[src/rtl/seq_gen_pkg.sv]
// Shared types and width helpers for the seq_gen serial pattern transmitter.
package seq_gen_pkg;

  typedef enum logic [1:0] {
    IDLE  = 2'd0,
    SHIFT = 2'd1,
    GAP   = 2'd2
  } seq_gen_state_t;

  // Counter width able to hold values 0..n-1, never narrower than one bit.
  function automatic int cnt_width(input int n);
    return (n <= 1) ? 1 : $clog2(n);
  endfunction

endpackage

[src/rtl/seq_gen_if.sv]
// Start handshake plus serial output bundle between a pattern source and seq_gen.
interface seq_gen_if #(
  parameter int WIDTH = 8,
  parameter int CNT_W = 4
);
  logic [WIDTH-1:0] pat_in;
  logic [CNT_W-1:0] rep_in;
  logic             start_valid;
  logic             start_ready;
  logic             data_out;
  logic             bit_valid;
  logic             frame_start;
  logic             done;

  modport master (
    output pat_in, rep_in, start_valid,
    input  start_ready, data_out, bit_valid, frame_start, done
  );

  modport slave (
    input  pat_in, rep_in, start_valid,
    output start_ready, data_out, bit_valid, frame_start, done
  );
endinterface

[src/rtl/seq_gen.sv]
// Serial pattern transmitter: shifts a captured pattern out MSB-first, repeating it
// with a fixed idle gap between repeats; every serial output is a flop.
module seq_gen
  import seq_gen_pkg::*;
#(
  parameter int WIDTH      = 8,
  parameter int CNT_W      = 4,
  parameter int GAP_CYCLES = 2
) (
  input  logic      clk,
  input  logic      rst,
  seq_gen_if.slave  bus
);

  localparam int BIT_W = cnt_width(WIDTH);
  localparam int GAP_W = cnt_width(GAP_CYCLES + 1);
  localparam logic [BIT_W-1:0] BIT_LAST = BIT_W'(WIDTH - 1);
  localparam logic [GAP_W-1:0] GAP_LOAD = (GAP_CYCLES > 0) ? GAP_W'(GAP_CYCLES - 1) : '0;

  seq_gen_state_t   state;
  logic [WIDTH-1:0] sreg;
  logic [WIDTH-1:0] pat_q;
  logic [BIT_W-1:0] bit_cnt;
  logic [GAP_W-1:0] gap_cnt;
  logic [CNT_W-1:0] rep_cnt;
  logic             data_out_r;
  logic             bit_valid_r;
  logic             frame_start_r;
  logic             done_r;

  // Ready is combinational on rst so no start can be accepted while reset is held.
  assign bus.start_ready = (state == IDLE) && !rst;
  assign bus.data_out    = data_out_r;
  assign bus.bit_valid   = bit_valid_r;
  assign bus.frame_start = frame_start_r;
  assign bus.done        = done_r;

  // Control FSM, datapath counters and output flops, all loaded with the value
  // to be shown in the following cycle.
  always_ff @(posedge clk) begin
    if (rst) begin
      state         <= IDLE;
      sreg          <= '0;
      pat_q         <= '0;
      bit_cnt       <= '0;
      gap_cnt       <= '0;
      rep_cnt       <= '0;
      data_out_r    <= 1'b0;
      bit_valid_r   <= 1'b0;
      frame_start_r <= 1'b0;
      done_r        <= 1'b0;
    end else begin
      done_r        <= 1'b0;
      frame_start_r <= 1'b0;
      case (state)
        IDLE: begin
          data_out_r  <= 1'b0;
          bit_valid_r <= 1'b0;
          if (bus.start_valid) begin
            pat_q         <= bus.pat_in;
            sreg          <= {bus.pat_in[WIDTH-2:0], 1'b0};
            data_out_r    <= bus.pat_in[WIDTH-1];
            bit_valid_r   <= 1'b1;
            frame_start_r <= 1'b1;
            bit_cnt       <= BIT_LAST;
            rep_cnt       <= (bus.rep_in == '0) ? CNT_W'(1) : bus.rep_in;
            state         <= SHIFT;
          end
        end

        SHIFT: begin
          if (bit_cnt != '0) begin
            data_out_r  <= sreg[WIDTH-1];
            bit_valid_r <= 1'b1;
            sreg        <= {sreg[WIDTH-2:0], 1'b0};
            bit_cnt     <= bit_cnt - BIT_W'(1);
          end else if (rep_cnt > CNT_W'(1)) begin
            rep_cnt <= rep_cnt - CNT_W'(1);
            if (GAP_CYCLES == 0) begin
              // Back-to-back repeat: the next frame's MSB follows the last bit directly.
              data_out_r    <= pat_q[WIDTH-1];
              bit_valid_r   <= 1'b1;
              frame_start_r <= 1'b1;
              sreg          <= {pat_q[WIDTH-2:0], 1'b0};
              bit_cnt       <= BIT_LAST;
            end else begin
              data_out_r  <= 1'b0;
              bit_valid_r <= 1'b0;
              sreg        <= pat_q;
              gap_cnt     <= GAP_LOAD;
              state       <= GAP;
            end
          end else begin
            data_out_r  <= 1'b0;
            bit_valid_r <= 1'b0;
            done_r      <= 1'b1;
            state       <= IDLE;
          end
        end

        GAP: begin
          if (gap_cnt != '0) begin
            data_out_r  <= 1'b0;
            bit_valid_r <= 1'b0;
            gap_cnt     <= gap_cnt - GAP_W'(1);
          end else begin
            data_out_r    <= sreg[WIDTH-1];
            bit_valid_r   <= 1'b1;
            frame_start_r <= 1'b1;
            sreg          <= {sreg[WIDTH-2:0], 1'b0};
            bit_cnt       <= BIT_LAST;
            state         <= SHIFT;
          end
        end

        default: begin
          data_out_r  <= 1'b0;
          bit_valid_r <= 1'b0;
          state       <= IDLE;
        end
      endcase
    end
  end

endmodule

[src/flat_wrapper.sv]
// flat-port wrapper written by rule: the top's interface ports become plain ports
module seq_gen_flat import seq_gen_pkg::*;
#(
  parameter int WIDTH      = 8,
  parameter int CNT_W      = 4,
  parameter int GAP_CYCLES = 2
)
  (clk, rst, bus_pat_in, bus_rep_in, bus_start_valid, bus_start_ready, bus_data_out, bus_bit_valid, bus_frame_start, bus_done);
  seq_gen_if #(.WIDTH(WIDTH), .CNT_W(CNT_W)) bus_i ();
  input  logic clk;
  input  logic rst;
  input wire logic [$bits(bus_i.pat_in)-1:0] bus_pat_in;
  input wire logic [$bits(bus_i.rep_in)-1:0] bus_rep_in;
  input wire logic [$bits(bus_i.start_valid)-1:0] bus_start_valid;
  output wire logic [$bits(bus_i.start_ready)-1:0] bus_start_ready;
  output wire logic [$bits(bus_i.data_out)-1:0] bus_data_out;
  output wire logic [$bits(bus_i.bit_valid)-1:0] bus_bit_valid;
  output wire logic [$bits(bus_i.frame_start)-1:0] bus_frame_start;
  output wire logic [$bits(bus_i.done)-1:0] bus_done;
  assign bus_i.pat_in = bus_pat_in;
  assign bus_i.rep_in = bus_rep_in;
  assign bus_i.start_valid = bus_start_valid;
  assign bus_start_ready = bus_i.start_ready;
  assign bus_data_out = bus_i.data_out;
  assign bus_bit_valid = bus_i.bit_valid;
  assign bus_frame_start = bus_i.frame_start;
  assign bus_done = bus_i.done;
  seq_gen #(.WIDTH(WIDTH), .CNT_W(CNT_W), .GAP_CYCLES(GAP_CYCLES)) u_core (.clk(clk), .rst(rst), .bus(bus_i));
endmodule
[config.mk]
export PLATFORM = sky130hd
export DESIGN_NAME = seq_gen_flat
export DESIGN_NICKNAME = d
export VERILOG_FILES = /design/src/rtl/seq_gen_pkg.sv /design/src/rtl/seq_gen_if.sv /design/src/rtl/seq_gen.sv /design/src/flat_wrapper.sv
export SDC_FILE = /design/constraint.sdc
export NUM_CORES = 1
export LEC_CHECK = 0
export ABC_AREA = 1
export ABC_CLOCK_PERIOD_IN_PS = 1840
export BUFFER_PORTS_ARGS = -buffer_cell sky130_fd_sc_hd__buf_2
export CAP_MARGIN = 15
export CORE_ASPECT_RATIO = 0.5
export CORE_UTILIZATION = 48
export DETAILED_ROUTE_END_ITERATION = 16
export HOLD_SLACK_MARGIN = 0.1
export PLACE_DENSITY = 0.68
export SLEW_MARGIN = 20
export SYNTH_ARGS = -nofsm -noshare
export SYNTH_HDL_FRONTEND = slang
export SYNTH_SLANG_ARGS = --single-unit
[constraint.sdc]
create_clock -name clk -period 1.84 [get_ports clk]
set_clock_uncertainty 0.2 [all_clocks]
set_input_delay 0.552 -clock clk [delete_from_list [all_inputs] [get_ports clk]]
set_output_delay 0.552 -clock clk [all_outputs]
set_load 0.02 [all_outputs]
==> Flow_metrics.wiki <==
{| class="wikitable"
! Metric !! Value
|-
| Result of the run || finished clean
|-
| Fmax || 546 MHz
|-
| Vias || 1,746
|-
| Largest buffer count on any clock path || 2
|-
| Routability congestion estimate || 0.825
|-
| Routing usage on met1 || 29.8%
|-
| Post-synthesis average cell area || 6.50 µm²
|-
| Post-route non-filler standard cell count || 358
|-
| I/O Buffers || 19
|-
| Setup repair after global routing missed its margin || true
|-
| Met2 usage in global routing || 36.0%
|-
| Fill cells || 338
|-
| Worst slew slack as a fraction of its limit || 85.5%
|-
| Flip-flop and latch area || 623 µm²
|-
| Wirelength per Cell || 11.6 µm
|-
| Final Hold Violating Endpoints || 0
|-
| Post-DP HPWL || 2990 µm
|-
| Classification of the worst setup path || flip-flop to output port
|-
| Layout overhead on the synthesized area || 20.3%
|-
| Post-synth net total || 297
|-
| Num ports || 20
|-
| Area of all placed cells without fillers || 2130 µm²
|-
| Clock tree from TritonCTS || yes
|-
| Reg-to-reg critical path endpoint || u_core.bit_cnt[0]
|-
| Reg2reg path depth || 8
|-
| Ratio of routed vias to standard cells || 4.88
|-
| PwrDens || 1490 nW/µm²
|-
| Share of post-route cells with drive strength above 1 || 22.8%
|-
| Crit end category || output port
|-
| Post-placement cell count || 349
|-
| Antenna Diode Count || 0
|-
| Number of antenna violations at the first check in global routing || 0
|-
| Worst Path Max Fanout || 3
|-
| Sequential-to-total area share from yosys stat || 35.1%
|-
| Clock sink count || 31
|-
| Final nets || 333
|-
| Clk slew on worst S/H paths || 0.07 ns
|-
| Slack of the worst reg-to-reg path || 0.11 ns
|-
| Number of optimization iterations in the first detailed-route pass || 4
|-
| Worst hold stages || 2
|-
| Most Used Layer, Global Route || met2
|-
| Distinct cell type count after synthesis || 21
|-
| H-tree depth || 2
|-
| Die X || 87.8 µm
|-
| First-iteration detailed-routing DRC count || 86
|-
| Tcrit/Tclk final || 99.5%
|-
| Effective utilization at floorplan || 50.9%
|-
| Worst path arrival time || 1.08 ns
|-
| Maximum number of pins on one net before global-route repair || 16
|-
| Post-CTS Hold Buffers || 0
|-
| Antenna violation net count after detailed routing || 0
|-
| Hold-critical path endpoint || u_core.rep_cnt[1]
|-
| Total area of multi-input combinational cells || 987 µm²
|-
| Cell at the root of the clock tree || clkbuf_8
|-
| Element type at the critical path start || flip-flop
|-
| Met3 Use GR || 6.76%
|-
| Count of state elements after synthesis || 31
|-
| Final max-slew violation count || 0
|-
| Reg-to-reg critical path startpoint || u_core.state[1]
|-
| Synth warnings || 0
|-
| Required time at the worst-slack endpoint || 1.09 ns
|-
| Post-Place Cell Area || 2000 µm²
|-
| LEAKAGE || 1.09 nW
|-
| Post-detailed-route DRC marker count || 0
|-
| First-pass GRT wire length || 6560 µm
|-
| Worst IR drop on VDD || 0.505 mV
|-
| Max-capacitance violation count || 0
|-
| GRT Resource Usage Total || 22.7%
|-
| Total wirelength of the detailed-routed design || 4150 µm
|-
| Area of the mapped netlist || 1770 µm²
|-
| Final worst hold slack || 0.259 ns
|-
| Number of standard-cell rows in the floorplan || 15
|-
| Number of standard cells after synthesis || 272
|-
| Start point of the worst min-delay path || u_core.rep_cnt[1]
|-
| Core Region || 3470 µm²
|-
| Number of buffers created by CTS || 5
|-
| Transition time of the tightest slew-check pin || 0.217 ns
|-
| Y dimension of the die || 44.9 µm
|-
| Core Util, Final || 61.2%
|-
| Clock latency reported for the late side of the worst-skew pair || 0.28 ns
|-
| # setup viols final || 0
|-
| Clock period minus worst slack || 1.83 ns
|-
| Number of global-route vias before repair || 1,442
|-
| Overflow after GRT || 0
|-
| Tightest Hold Check Type || flip-flop to flip-flop
|-
| Floorplan die area || 3940 µm²
|}
-- cell usage in the layout (no fill, tap or decap), types with 2 or more instances in the layout --
master and n:
nand2_1 82, nor2_1 33, inv_1 31, dfxtp_1 29, buf_2 18, a21oi_1 17, buf_4 16, o21ai_0 13
nand3_1 12, or2_2 10, nand4_1 9, ha_1 7, inv_2 6, clkbuf_8 5, nor2_2 2, nand2_2 2
nand2_4 2, nor2_4 2, ha_2 2, dfxtp_2 2
-- cell type report --
class / instances / area share, %
Clock buffer: 6 / 3.41
Inverter: 39 / 7.00
Multi-Input combinational cell: 196 / 46.4
Sequential cell: 31 / 29.3
Tap cell: 51 / 3.00
Timing Repair Buffer: 35 / 10.8
-- report_power, final --
part | internal (W) | total [W] | leakage (nW) | switching [W]
registers | 0.000879 | 0.000989 | 0.258 | 0.000110
logic | 0.000670 | 0.00167 | 0.797 | 0.000997
clock network | 0.000252 | 0.000502 | 0.0371 | 0.000250
total | 0.00180 | 0.00316 | 1.09 | 0.00136
-- state kept, by name, indices dropped and copies added (netlist names) --
register / cells
u_core.bus.done: 1
u_core.rep_cnt: 4
u_core.bus.data_out: 1
u_core.gap_cnt: 2
u_core.sreg: 8
u_core.bit_cnt: 3
u_core.state: 2
u_core.bus.frame_start: 1
u_core.bus.bit_valid: 1
u_core.pat_q: 8
-- logic make-up (layout without fill, tap and decap cells) --
group | count (synthesis) | in the layout | share of synthesized area (%)
compound gates | 31 | 31 | 8.92
fa+ha+maj | 10 | 10 | 7.08
buf+inv | 45 | 80 | 10.3
flops | 31 | 31 | 35.1
simple gates | 155 | 155 | 38.6
-- metrics by stage --
step / power (W) / worst slack, ns / setup TNS (ns)
5_1_grt: 0.00345 / -0.0411 / -0.0411
2_1_floorplan: 0.00212 / 0.0817 / 0
4_1_cts: 0.00313 / 0.000693 / 0
3_5_place_dp: 0.00257 / 0.113 / 0
3_3_place_gp: 0.00255 / 0.132 / 0
6_report: 0.00316 / 0.00915 / 0
-- metal layers --
layer	vias to the layer above	share of wire, %
met2	46	44
met1	783	49
met5	-	0
li1	912	-
met3	5	5.7
met4	0	1.2
-- critical path, stage by stage (launching register included) --
cell     delay, ns
dfxtp_2       0.33
inv_2         0.08
ha_4          0.13
inv_2         0.03
nor2_1        0.07
buf_4         0.14
-- worst max path at each step --
stage,start,end
CTS,u_core.state[0],bus_start_ready
finish,u_core.state[0],bus_start_ready
detailed placement,u_core.state[0],u_core.sreg[6]
global placement,u_core.state[1],u_core.sreg[0]
global route,u_core.state[0],bus_start_ready
floorplan,rst,bus_start_ready
-- cells in the mapped netlist (all sizes together) --
library cell	n	area, µm²
or2	10	62.6
clkbuf	1	3.75
clkinv	1	3.75
a21oi	17	85.1
buf	5	31.3
and2	1	6.26
ha	10	125
o211ai	1	7.51
nand3	12	60.1
nor2	37	159
nand2	86	338
inv	38	143
nand4	9	56.3
dfxtp	31	621
o21ai	13	65.1
-- timing repair --
action,in CTS,in global routing
resized for setup,7,5
pin swaps,1,0
setup buffers,3,0
gates cloned,0,0
endpoints found under the setup margin,1,12
Power figures use the tool's default switching activity.
